`src/rtl/uart_pkg.sv`:
```
// Shared UART definitions.
// Holds the receiver state encoding and the default frame geometry used by
// both the RX and TX stages so the two ends always agree on frame shape.
package uart_pkg;

    localparam int UART_DATA_BITS  = 8;
    localparam int UART_OVERSAMPLE = 16;

    typedef enum logic [2:0] {
        IDLE,
        START,
        DATA,
        STOP,
        BREAK
    } rx_state_t;

endpackage

```
`src/rtl/uart_rx_sync.sv`:
```
// Two-flop synchroniser for the asynchronous serial line.
// Both flops reset to 1 so that an idle (high) line is seen during and just
// after reset, and no false start bit is detected on release.
// Ports:
//   Clock   in   system clock
//   ClearN  in   asynchronous active-low reset
//   Rx      in   raw asynchronous serial line
//   RxSync  out  line value re-timed to Clock (2 cycle latency)
module uart_rx_sync (
    input  logic Clock,
    input  logic ClearN,
    input  logic Rx,
    output logic RxSync
);

    logic meta_q;
    logic sync_q;

    always_ff @(posedge Clock or negedge ClearN) begin
        if (!ClearN) begin
            meta_q <= 1'b1;
            sync_q <= 1'b1;
        end else begin
            meta_q <= Rx;
            sync_q <= meta_q;
        end
    end

    assign RxSync = sync_q;

endmodule

```
`src/rtl/uart_rx_frame.sv`:
```
// UART receive framer.
// Consumes the oversampling baud tick, validates the start bit at mid-bit,
// shifts data in LSB first, checks the stop bit and presents the byte with
// a one-cycle valid strobe. A low stop bit raises a one-cycle framing error
// and parks the receiver until the line goes idle again.
// Ports:
//   Clock         in   system clock
//   ClearN        in   asynchronous active-low reset
//   Tick          in   one-cycle enable, OVERSAMPLE pulses per bit period
//   Rx            in   asynchronous serial line, idle high
//   RxData        out  last good byte, bit0 = first received data bit
//   RxValid       out  one-cycle pulse: RxData just updated
//   FramingError  out  one-cycle pulse: stop bit sampled low
//   Busy          out  high whenever a frame is in progress or line is in break
//
// state | meaning
// IDLE  | waiting for the line to fall
// START | timing to the middle of the start bit to confirm it
// DATA  | sampling data bits at their centre, LSB first
// STOP  | sampling the stop bit at its centre
// BREAK | stop bit was low; wait for the line to return high
module uart_rx_frame
    import uart_pkg::*;
#(
    parameter int DATA_BITS  = UART_DATA_BITS,
    parameter int OVERSAMPLE = UART_OVERSAMPLE
) (
    input  logic                 Clock,
    input  logic                 ClearN,
    input  logic                 Tick,
    input  logic                 Rx,
    output logic [DATA_BITS-1:0] RxData,
    output logic                 RxValid,
    output logic                 FramingError,
    output logic                 Busy
);

    localparam int SC_W = $clog2(OVERSAMPLE);
    localparam int BC_W = $clog2(DATA_BITS + 1);

    localparam logic [SC_W-1:0] SC_MID  = SC_W'(OVERSAMPLE / 2 - 1);
    localparam logic [SC_W-1:0] SC_LAST = SC_W'(OVERSAMPLE - 1);
    localparam logic [BC_W-1:0] BC_LAST = BC_W'(DATA_BITS - 1);

    logic rx_s;

    rx_state_t            state_q, state_d;
    logic [SC_W-1:0]      sc_q, sc_d;
    logic [BC_W-1:0]      bc_q, bc_d;
    logic [DATA_BITS-1:0] shift_q, shift_d;
    logic [DATA_BITS-1:0] data_q, data_d;
    logic                 valid_q, valid_d;
    logic                 ferr_q, ferr_d;

    uart_rx_sync u_sync (
        .Clock  (Clock),
        .ClearN (ClearN),
        .Rx     (Rx),
        .RxSync (rx_s)
    );

    always_ff @(posedge Clock or negedge ClearN) begin
        if (!ClearN) begin
            state_q <= IDLE;
            sc_q    <= '0;
            bc_q    <= '0;
            shift_q <= '0;
            data_q  <= '0;
            valid_q <= 1'b0;
            ferr_q  <= 1'b0;
        end else begin
            state_q <= state_d;
            sc_q    <= sc_d;
            bc_q    <= bc_d;
            shift_q <= shift_d;
            data_q  <= data_d;
            valid_q <= valid_d;
            ferr_q  <= ferr_d;
        end
    end

    always_comb begin
        state_d = state_q;
        sc_d    = sc_q;
        bc_d    = bc_q;
        shift_d = shift_q;
        data_d  = data_q;
        valid_d = 1'b0;
        ferr_d  = 1'b0;

        // Everything except the synchroniser is frozen between ticks.
        if (Tick) begin
            case (state_q)
                IDLE: begin
                    if (!rx_s) begin
                        state_d = START;
                        sc_d    = '0;
                    end
                end

                START: begin
                    if (sc_q == SC_MID) begin
                        sc_d = '0;
                        if (!rx_s) begin
                            state_d = DATA;
                            bc_d    = '0;
                        end else begin
                            // Low pulse shorter than half a bit: treat as noise.
                            state_d = IDLE;
                        end
                    end else begin
                        sc_d = sc_q + SC_W'(1);
                    end
                end

                DATA: begin
                    // Counting restarted at mid start bit, so a full period
                    // later lands at the centre of each data bit.
                    if (sc_q == SC_LAST) begin
                        sc_d    = '0;
                        shift_d = {rx_s, shift_q[DATA_BITS-1:1]};
                        bc_d    = bc_q + BC_W'(1);
                        if (bc_q == BC_LAST) begin
                            state_d = STOP;
                        end
                    end else begin
                        sc_d = sc_q + SC_W'(1);
                    end
                end

                STOP: begin
                    if (sc_q == SC_LAST) begin
                        sc_d = '0;
                        if (rx_s) begin
                            data_d  = shift_q;
                            valid_d = 1'b1;
                            state_d = IDLE;
                        end else begin
                            ferr_d  = 1'b1;
                            state_d = BREAK;
                        end
                    end else begin
                        sc_d = sc_q + SC_W'(1);
                    end
                end

                BREAK: begin
                    if (rx_s) begin
                        state_d = IDLE;
                    end
                end

                default: begin
                    state_d = IDLE;
                    sc_d    = '0;
                    bc_d    = '0;
                end
            endcase
        end
    end

    assign RxData       = data_q;
    assign RxValid      = valid_q;
    assign FramingError = ferr_q;
    assign Busy         = (state_q != IDLE);

endmodule

```
`config.mk`:
```
export PLATFORM = sky130hd
export DESIGN_NAME = uart_rx_frame
export DESIGN_NICKNAME = d
export VERILOG_FILES = /design/src/rtl/uart_pkg.sv /design/src/rtl/uart_rx_sync.sv /design/src/rtl/uart_rx_frame.sv
export SDC_FILE = /design/constraint.sdc
export NUM_CORES = 1
export LEC_CHECK = 0
export BUFFER_PORTS_ARGS = -buffer_cell sky130_fd_sc_hd__buf_2
export CAP_MARGIN = 20
export CORE_UTILIZATION = 40
export CTS_BUF_LIST = sky130_fd_sc_hd__clkbuf_8 sky130_fd_sc_hd__clkbuf_16
export DETAILED_ROUTE_END_ITERATION = 10
export GPL_TIMING_DRIVEN = 0
export HOLD_SLACK_MARGIN = 0.12
export PLACE_DENSITY = 0.56
export SYNTH_ARGS = -nofsm -noshare
export SYNTH_HDL_FRONTEND = slang
export SYNTH_HIERARCHICAL = 1
export SYNTH_SLANG_ARGS = --single-unit
```
`constraint.sdc`:
```
create_clock -name Clock -period 2.3 [get_ports Clock]
set_clock_uncertainty 0.2 [all_clocks]
set_input_delay 0.115 -clock Clock [delete_from_list [all_inputs] [get_ports Clock]]
set_output_delay 0.115 -clock Clock [all_outputs]
set_load 0.005 [all_outputs]
```
Word level (Yosys, flattened, before mapping)

Cells that the tools add are included.

Add/subtract/negate cells: 2
Muxes and demuxes: 24
Bitwise logic cells: 2
Equality and inequality tests: 14
Reductions and logical operators: 9

Operators by type and width:

| operator                                               | number |
|---|---|
| two-way mux 3 bit                                      | 7 |
| two-way mux 4 bit                                      | 5 |
| one-hot mux 4 bit (4 select lines)                     | 1 |
| one-hot mux 3 bit (5 select lines)                     | 1 |
| inequality test 2 bit (second input constant)          | 6 |
| one-hot mux 4 bit (3 select lines)                     | 1 |
| adder 4 x 1 -> 4 bit (second input constant)           | 2 |
| == test 4 x 3 -> 1 bit (second input constant)         | 2 |
| two-way mux 1 bit                                      | 8 |
| AND reduction 7 bit                                    | 1 |
| == test 3 x 2 -> 1 bit (second input constant)         | 2 |
| AND reduction 3 bit                                    | 2 |
| AND reduction 5 bit                                    | 1 |
| == test 4 bit (second input constant)                  | 1 |
| AND reduction 4 bit                                    | 1 |
| == test 3 x 1 -> 1 bit (second input constant)         | 1 |
| == test 3 bit (second input constant)                  | 1 |
| zero test 3 bit                                        | 1 |
| nonzero test 3 bit                                     | 1 |
| OR reduction 3 bit                                     | 1 |
| two-way mux 2 bit                                      | 1 |
| inequality test 2 x 1 -> 1 bit (second input constant) | 1 |
| inverter 1 bit                                         | 2 |
| OR reduction 2 bit                                     | 1 |

Bits of input ports: 4
Output and inout port bits: 11
Logic and storage cells: 60
Flip-flop bits (word level): 31

Logic depth before layout (Yosys ltp)

Gate-level depths: netlist (run 1).

Depth after elaboration: 4
Mapped depth: 6
Mapped depth without buffers: 5

By module

The synthesis (run 1) kept the hierarchy.

Modules (own cells, without submodules):

| module        | instances | seq. area each (um2) | cells an instance | area each (um2) |
|---|---|---|---|---|
| uart_rx_frame | 1         | 725.7                | 109               | 1337.5 |
| uart_rx_sync  | 1         | 52.6                 | 2                 | 52.6 |

Least setup slack after synthesis (run 1)

OpenSTA, ideal clock, no wires.

Path kind: register to register
Start: register sc_q[0]
End: register data_q[0], in the netlist RxData[0]
Library setup time: 125 ps
Data required time: 1975 ps
Arrival time: 1484 ps
Setup slack: 491 ps
Clock period less this slack: 1809 ps
Cell stages (with the launch flop): 5
Buffers on the path: 0
Cells stage by stage: dfrtp_1 -> ha_1 -> nand4_4 -> nor3_4 -> mux2_2

Word-level cells in the longest chain between the ends: 2

RTL lines:

| what                          | RTL line             | text |
|---|---|---|
| start, declared               | uart_rx_frame.sv:48  | `logic [SC_W-1:0] sc_q, sc_d;` |
| start signal, assigned        | uart_rx_frame.sv:65  | `sc_q <= '0;` |
| start signal, assigned        | uart_rx_frame.sv:73  | `sc_q <= sc_d;` |
| == test 4 bit                 | uart_rx_frame.sv:132 | `if (sc_q == SC_LAST) begin` |
| AND reduction 4 bit (no line) | n/a                  |  |
| end signal, assigned          | uart_rx_frame.sv:76  | `data_q <= data_d;` |
| end, declared                 | uart_rx_frame.sv:51  | `logic [DATA_BITS-1:0] data_q, data_d;` |

Every way passes these cells.
A chain may end at the register's enable or synchronous reset.

Worst setup path after layout (run 1)

Start: register sc_q[0]
End: register data_q[5], in the netlist RxData[5]

Same word-level chain as after synthesis.

==> metrics.md, run 1 <==
| Metric | Value |
|---|---|
| Status | `finished, final reports clean` |
| Required @ worst endpoint | `2260 ps` |
| TNS Setup | `0 ps` |
| Reg clk slew, reported paths | `70 ps` |
| Crit end category | `flip-flop` |
| Residual DRC | `0` |
| Die W | `61.0 um` |
| Clock Tree Buf Depth | `2` |
| I/O pins | `15` |
| Routed Antenna Nets | `0` |
| Most common flop cell mapped by yosys | `dfrtp_1` |
| Vias per cell | `5.19` |
| Mapped Nets | `117` |
| Initial antenna violation count | `0` |
| WS Path Type | `flip-flop to flip-flop` |
| Min-delay src | `u_sync/meta_q` |
| Synth cell types | `35` |
| Worst IR Drop VDD | `0.000416 V` |
| Worst Hold Margin | `158 ps` |
| Gr ovfl total | `0` |
| Final HPWL DP | `1620 um` |
| Fmax | `495 MHz` |
| Gr busiest metal | `met2` |
| R2r worst-path depth | `4` |
| N_diodes | `0` |
| Seq cells post-synth | `31` |
| Initial Utilization | `41.7%` |
| HP Class | `flip-flop to flip-flop` |
| # clock sinks | `31` |
| Min Clock Period, post-route | `2020 ps` |
| Leakage power | `0.773 nW` |
| Largest net degree at the start of global routing | `32` |
| Worst Tran Pin Value | `682 ps` |
| RD Place Congestion | `0.795` |
| Unrepaired setup endpoints after global routing | `no` |
| Critical-path maximum fanout | `9` |
| Clk_lat worst skew | `280 ps` |
| P&R area growth vs syn | `17.2%` |
| Vias in the first global route | `939` |
| Pwr per Cell Area | `919 mW/mm^2` |
| Core area | `0.00334 mm^2` |
| Register area share after synthesis | `56.0%` |
| Total CTS buffers | `5` |
| 1st-pass router iterations | `4` |
| Final WL | `2460 um` |
| Share of flip-flops with an asynchronous set or reset | `100%` |
| Post-synth EDFFs | `0` |
| Met3 GRT Util | `7.68%` |
| H-Tree Level Count | `2` |
| Post-synthesis cell area | `0.00139 mm^2` |
| GRT Util Overall | `16.0%` |
| Final Max Slew Viols | `0` |
| Hold Fails Final Rpt | `0` |
| Flop-to-flop setup slack | `280 ps` |
| Routed wire per std cell | `13.5 um` |
| IO buf count | `14` |
| Final Cycle Share | `87.9%` |
| Global-route wire length before repair | `4150 um` |
| Mean Syn Cell Area | `12.5 um^2` |
| Chip Height | `61.0 um` |
| Die area | `0.00371 mm^2` |
| Ys Warns | `6` |
| Slew HR | `54.5%` |
| CP arrival | `1980 ps` |
| Hold path endpoint | `u_sync/RxSync` |
| Met2 usage | `25.0%` |
| Share of cells above drive strength 1 | `36.0%` |
| Row count | `21` |
| Vias | `945` |
| CP Launch Type | `flip-flop` |
| Final setup fails | `0` |
| Synth Instances | `111` |
| Worst reg2reg path startpoint | `sc_q[0]` |
| Final nets | `141` |
| Worst Hold Path Cells | `0` |
| TritonCTS clock tree | `yes` |
| DR iter-0 viols | `20` |
| Met1 global-route usage | `18.3%` |
| Clk root buf | `clkbuf_8` |
| Worst R2R End | `RxData[5]` |
| Max Cap Viol | `0` |
[sequential cells by signal, indices dropped and copies added (netlist names)]
register / count
u_sync/meta_q: 1
RxData: 8
shift_q: 8
FramingError: 1
u_sync/RxSync: 1
bc_q: 4
sc_q: 4
RxValid: 1
state_q: 3
[cells by family after synthesis]
logic type / Yosys count / synth area share [%]
flip-flops: 31 / 56.0
AO/OA/AOI/OAI: 21 / 10.8
multiplexers: 18 / 14.4
XOR/XNOR: 1 / 0.630
adder cells (fa/ha/maj): 2 / 1.80
buffers and inverters: 7 / 2.43
AND/OR/NAND/NOR: 31 / 14.0
[placed cells by master, fill, tap and decap left out, types with 2 or more instances in the layout]
| master | instances |
|---|---|
| nor2_1 | 4 |
| clkbuf_8 | 5 |
| dfstp_2 | 2 |
| nor3_1 | 2 |
| nor3_4 | 2 |
| o31ai_1 | 3 |
| nand2_1 | 11 |
| ha_1 | 2 |
| dfrtp_1 | 29 |
| nand3_1 | 3 |
| buf_2 | 17 |
| dlygate4sd3_1 | 3 |
| a22o_1 | 2 |
| mux2i_1 | 2 |
| o21ai_0 | 5 |
| a21oi_1 | 2 |
| mux2_2 | 16 |
| a31oi_1 | 3 |
| inv_1 | 4 |
[synthesized netlist by cell type (all sizes together) (3+ instances only)]
| cell type | number | area [um^2] |
|---|---|---|
| nand3 | 3 | 15.0 |
| nand2 | 11 | 41.3 |
| dfrtp | 29 | 726 |
| nor3 | 4 | 42.5 |
| o31ai | 3 | 22.5 |
| a31oi | 3 | 18.8 |
| buf | 4 | 22.5 |
| o21ai | 6 | 33.8 |
| mux2 | 16 | 180 |
| nor2 | 4 | 15.0 |
[critical path, stage by stage (launching register included)]
cell and delay (ps):
dfrtp_1 400, ha_1 280, nand4_4 170, nor3_4 460, mux2_2 390
[what timing repair did]
item                                   CTS  global route
resized for setup                        0             0
endpoints found under the hold margin   34             0
buffers inserted                         0             0
hold buffers                             3             0
[area by class of cell]
class | count | area [um^2]
flip-flops and latches | 31 | 778
multi-input cells | 73 | 578
repair buffers | 17 | 100
clock inverters | 3 | 12.5
clock buffers | 5 | 68.8
inverters | 2 | 7.51
fillers | 325 | 1710
well taps | 46 | 57.6
plain buffers | 5 | 26.3
[where the power goes]
group | total [W] | leakage [nW] | switching [W] | internal, W
registers | 0.000721 | 0.399 | 0.0000814 | 0.000639
logic | 0.000384 | 0.324 | 0.000206 | 0.000178
clock network | 0.000393 | 0.0505 | 0.000190 | 0.000203
total | 0.00150 | 0.773 | 0.000478 | 0.00102
[how the worst max path moves through the flow]
stage,to,from,cells past startpoint,slack [ps]
floorplan,RxData[0],sc_q[0],4,490
global placement,RxData[6],sc_q[0],4,310
detailed placement,RxData[5],sc_q[0],4,280
CTS,RxData[5],sc_q[0],4,260
global route,RxData[2],sc_q[0],4,200
finish,RxData[5],sc_q[0],4,280
[metrics by stage]
stage          util [%]  std cells  instance area, um^2  total power (W)  setup WS (ps)
2_1_floorplan         -        111                 1390          0.00102            491
3_3_place_gp       45.5        171                 1520          0.00110            311
3_5_place_dp       45.5        171                 1520          0.00111            283
4_1_cts            48.8        182                 1630          0.00152            256
5_1_grt            48.8        182                 1630          0.00161            199
6_report           48.8        182                 1630          0.00150            278
[routing by layer]
metal,up-vias,wire length [um]
met4,0,23
li1,453,-
met3,2,103
met2,21,1250
met5,-,0
met1,469,1080
(Power assumes the default switching activity.)
==> run 2, diff against run 1 <==
- GPL_TIMING_DRIVEN: 0 -> not set
- clock period: 2.3 -> 2.51 ns (I/O delays scaled with it)
==> run 2 against run 1 <==
Effect of this change:
- combinational power down 20%
- register-to-register slack better by 200 ps
- final cell count down 3.3%
- via count down 1.8%
- setup slack better by 200 ps
- clock-buffer cell count unchanged
==> metrics.md, run 2 (same netlist as run 1, synthesis figures left out) <==
| Metric | Value |
|---|---|
| Status | `finished, final reports clean` |
| HP Class | `flip-flop to flip-flop` |
| Layout Utilization | `48.7% (-0.15 points)` |
| P&R area growth vs syn | `16.8%` |
| Vias per cell | `5.27 (+1.5%)` |
| Initial Utilization | `41.7% (unchanged)` |
| Flop-to-flop setup slack | `480 ps (+200 ps)` |
| Leakage power | `0.761 nW (-1.6%)` |
| Crit path largest cell delay | `490 ps (+30 ps)` |
| Final HPWL DP | `1620 um (+0.50%)` |
| Worst-path cell chain | `ha_1 > nand4_4 > nor3_4 > mux2_2` |
| Final non-filler cell total | `176 (-3.3%)` |
| RD Place Congestion | `0.802 (+0.89%)` |
| I/O pins | `15 (unchanged)` |
| Highest-delay cell along the critical path | `nor3_4` |
| Final Max Slew Viols | `0 (unchanged)` |
| Final setup fails | `0 (unchanged)` |
| Core area | `0.00334 mm^2 (unchanged)` |
| Fmax | `492 MHz (-0.48%)` |
| Commonest non-fill, non-tap cell in the layout | `dfrtp_1` |
| Worst IR Drop VDD | `0.000317 V (-24%)` |
| Total CTS buffers | `5 (unchanged)` |
| # clock sinks | `31 (unchanged)` |
| Largest net degree at the start of global routing | `32 (unchanged)` |
| Row count | `21 (unchanged)` |
| CTS Hold Buffers Added | `3 (unchanged)` |
| DR iter-0 viols | `35 (+75%)` |
| Post-CTS setup buffers | `0 (unchanged)` |
| Residual DRC | `0 (unchanged)` |
| Post-Place Cells | `166 (-2.9%)` |
| Global-route wire length before repair | `4200 um (+1.2%)` |
| Min Clock Period, post-route | `2030 ps (+9.83 ps)` |
| Vias | `928 (-1.8%)` |
| Final WL | `2450 um (-0.37%)` |
| Worst Tran Pin Value | `682 ps (-0.325 ps)` |
| Reg clk slew, reported paths | `60 ps (about the same)` |
| Chip Height | `61.0 um (unchanged)` |
| Clock Tree Buf Depth | `2 (unchanged)` |
| Gr ovfl total | `0 (unchanged)` |
| TritonCTS clock tree | `yes` |
| Clk_lat worst skew | `280 ps (about the same)` |
| Crit end category | `flip-flop` |
| Vias in the first global route | `917 (-2.3%)` |
| Required @ worst endpoint | `2470 ps (+210 ps)` |
| Slew HR | `54.5% (about the same)` |
| Post-CTS resize count | `0 (unchanged)` |
| Routed Antenna Nets | `0 (unchanged)` |
| GRT Util Overall | `16.1% (+0.088 points)` |
| Max Cap Viol | `0 (unchanged)` |
| Die area | `0.00371 mm^2 (unchanged)` |
| Initial antenna violation count | `0 (unchanged)` |
| Critical-path maximum fanout | `12 (+3)` |
| 1st-pass router iterations | `4 (unchanged)` |
| Share of cells above drive strength 1 | `34.6% (-1.4 points)` |
| H-Tree Level Count | `2 (unchanged)` |
| Pwr per Cell Area | `897 mW/mm^2 (-2.5%)` |
| Die W | `61.0 um (unchanged)` |
| Most frequent cells in the layout | `29 x dfrtp_1, 16 x mux2_2, 14 x buf_2, 11 x nand2_1` |
| CP arrival | `2000 ps (+20 ps)` |
| WS Path Type | `flip-flop to flip-flop` |
| Hold Fails Final Rpt | `0 (unchanged)` |
| TNS Setup | `0 ps (unchanged)` |
| IO buf count | `14 (unchanged)` |
| N_diodes | `0 (unchanged)` |
| Final nets | `136 (-3.5%)` |
| Routed wire per std cell | `13.9 um (+3.0%)` |
| Clk root buf | `clkbuf_8` |
| CP Launch Type | `flip-flop` |
| Final Cycle Share | `81.0% (-7.0 points)` |
| Unrepaired setup endpoints after global routing | `no` |
[run 2: cell types whose count changed in the layout (fill, tap and decap cells not counted)]
cell and change:
buf_2 -3, buf_4 -1, bufinv_16 +1, clkbuf_1 -1, clkinv_2 -1, inv_1 -1
[run 2: path summary, 6_finish.rpt]
path / startpoint / cells past startpoint / end
max in group asynchronous: ClearN / 2 / sc_q[1]
setup reg to reg: sc_q[0] / 4 / shift_q[6]
min in group asynchronous: ClearN / 2 / FramingError
hold / removal: u_sync/meta_q / 0 / u_sync/RxSync
hold reg to reg: u_sync/meta_q / 0 / u_sync/RxSync
setup / recovery: sc_q[0] / 4 / shift_q[6]
[run 2: stage by stage]
step | setup WS [ps] | cell area, um^2 | hold slack, ps | total power (W)
after detailed placement | 477 | 1490 | 9.84 | 0.00100
final | 478 | 1620 | 155 | 0.00146
after global routing | 347 | 1620 | 161 | 0.00155
after global placement | 516 | 1490 | 5.92 | 0.000991
after floorplan | 701 | 1390 | -370 | 0.000931
after CTS | 463 | 1620 | 157 | 0.00148
[run 2: cell type report]
class                   count  area (um^2)
inverters                   2         7.51
well taps                  46         57.6
fillers                   314         1710
clock inverters             2         33.8
repair buffers             17          100
clock buffers               5         68.8
multi-input cells          73          578
flip-flops and latches     31          778
[run 2: where the power goes]
group	switching (W)	internal, W
Clock	0.000172	0.000286
Sequential	0.000106	0.000586
Combinational	0.000155	0.000151
Total	0.000433	0.00102
[run 2: worst max-delay path, delay by kind of cell, from the launching register on]
kind          cells  cell delay, ps
mux               1             400
fa+ha+maj         1             270
simple gates      2             660
flops             1             380
[run 2: routing by layer]
layer  vias to the layer above  track usage [%]  routed length (um)  part of all wire (%)
li1                        439                -                   -                     -
met1                       464             19.4                1150                    47
met2                        17             24.6                1140                    47
met3                         8             7.04                 108                   4.4
met4                         0             8.12                  51                   2.1
met5                         -                0                   0                     0
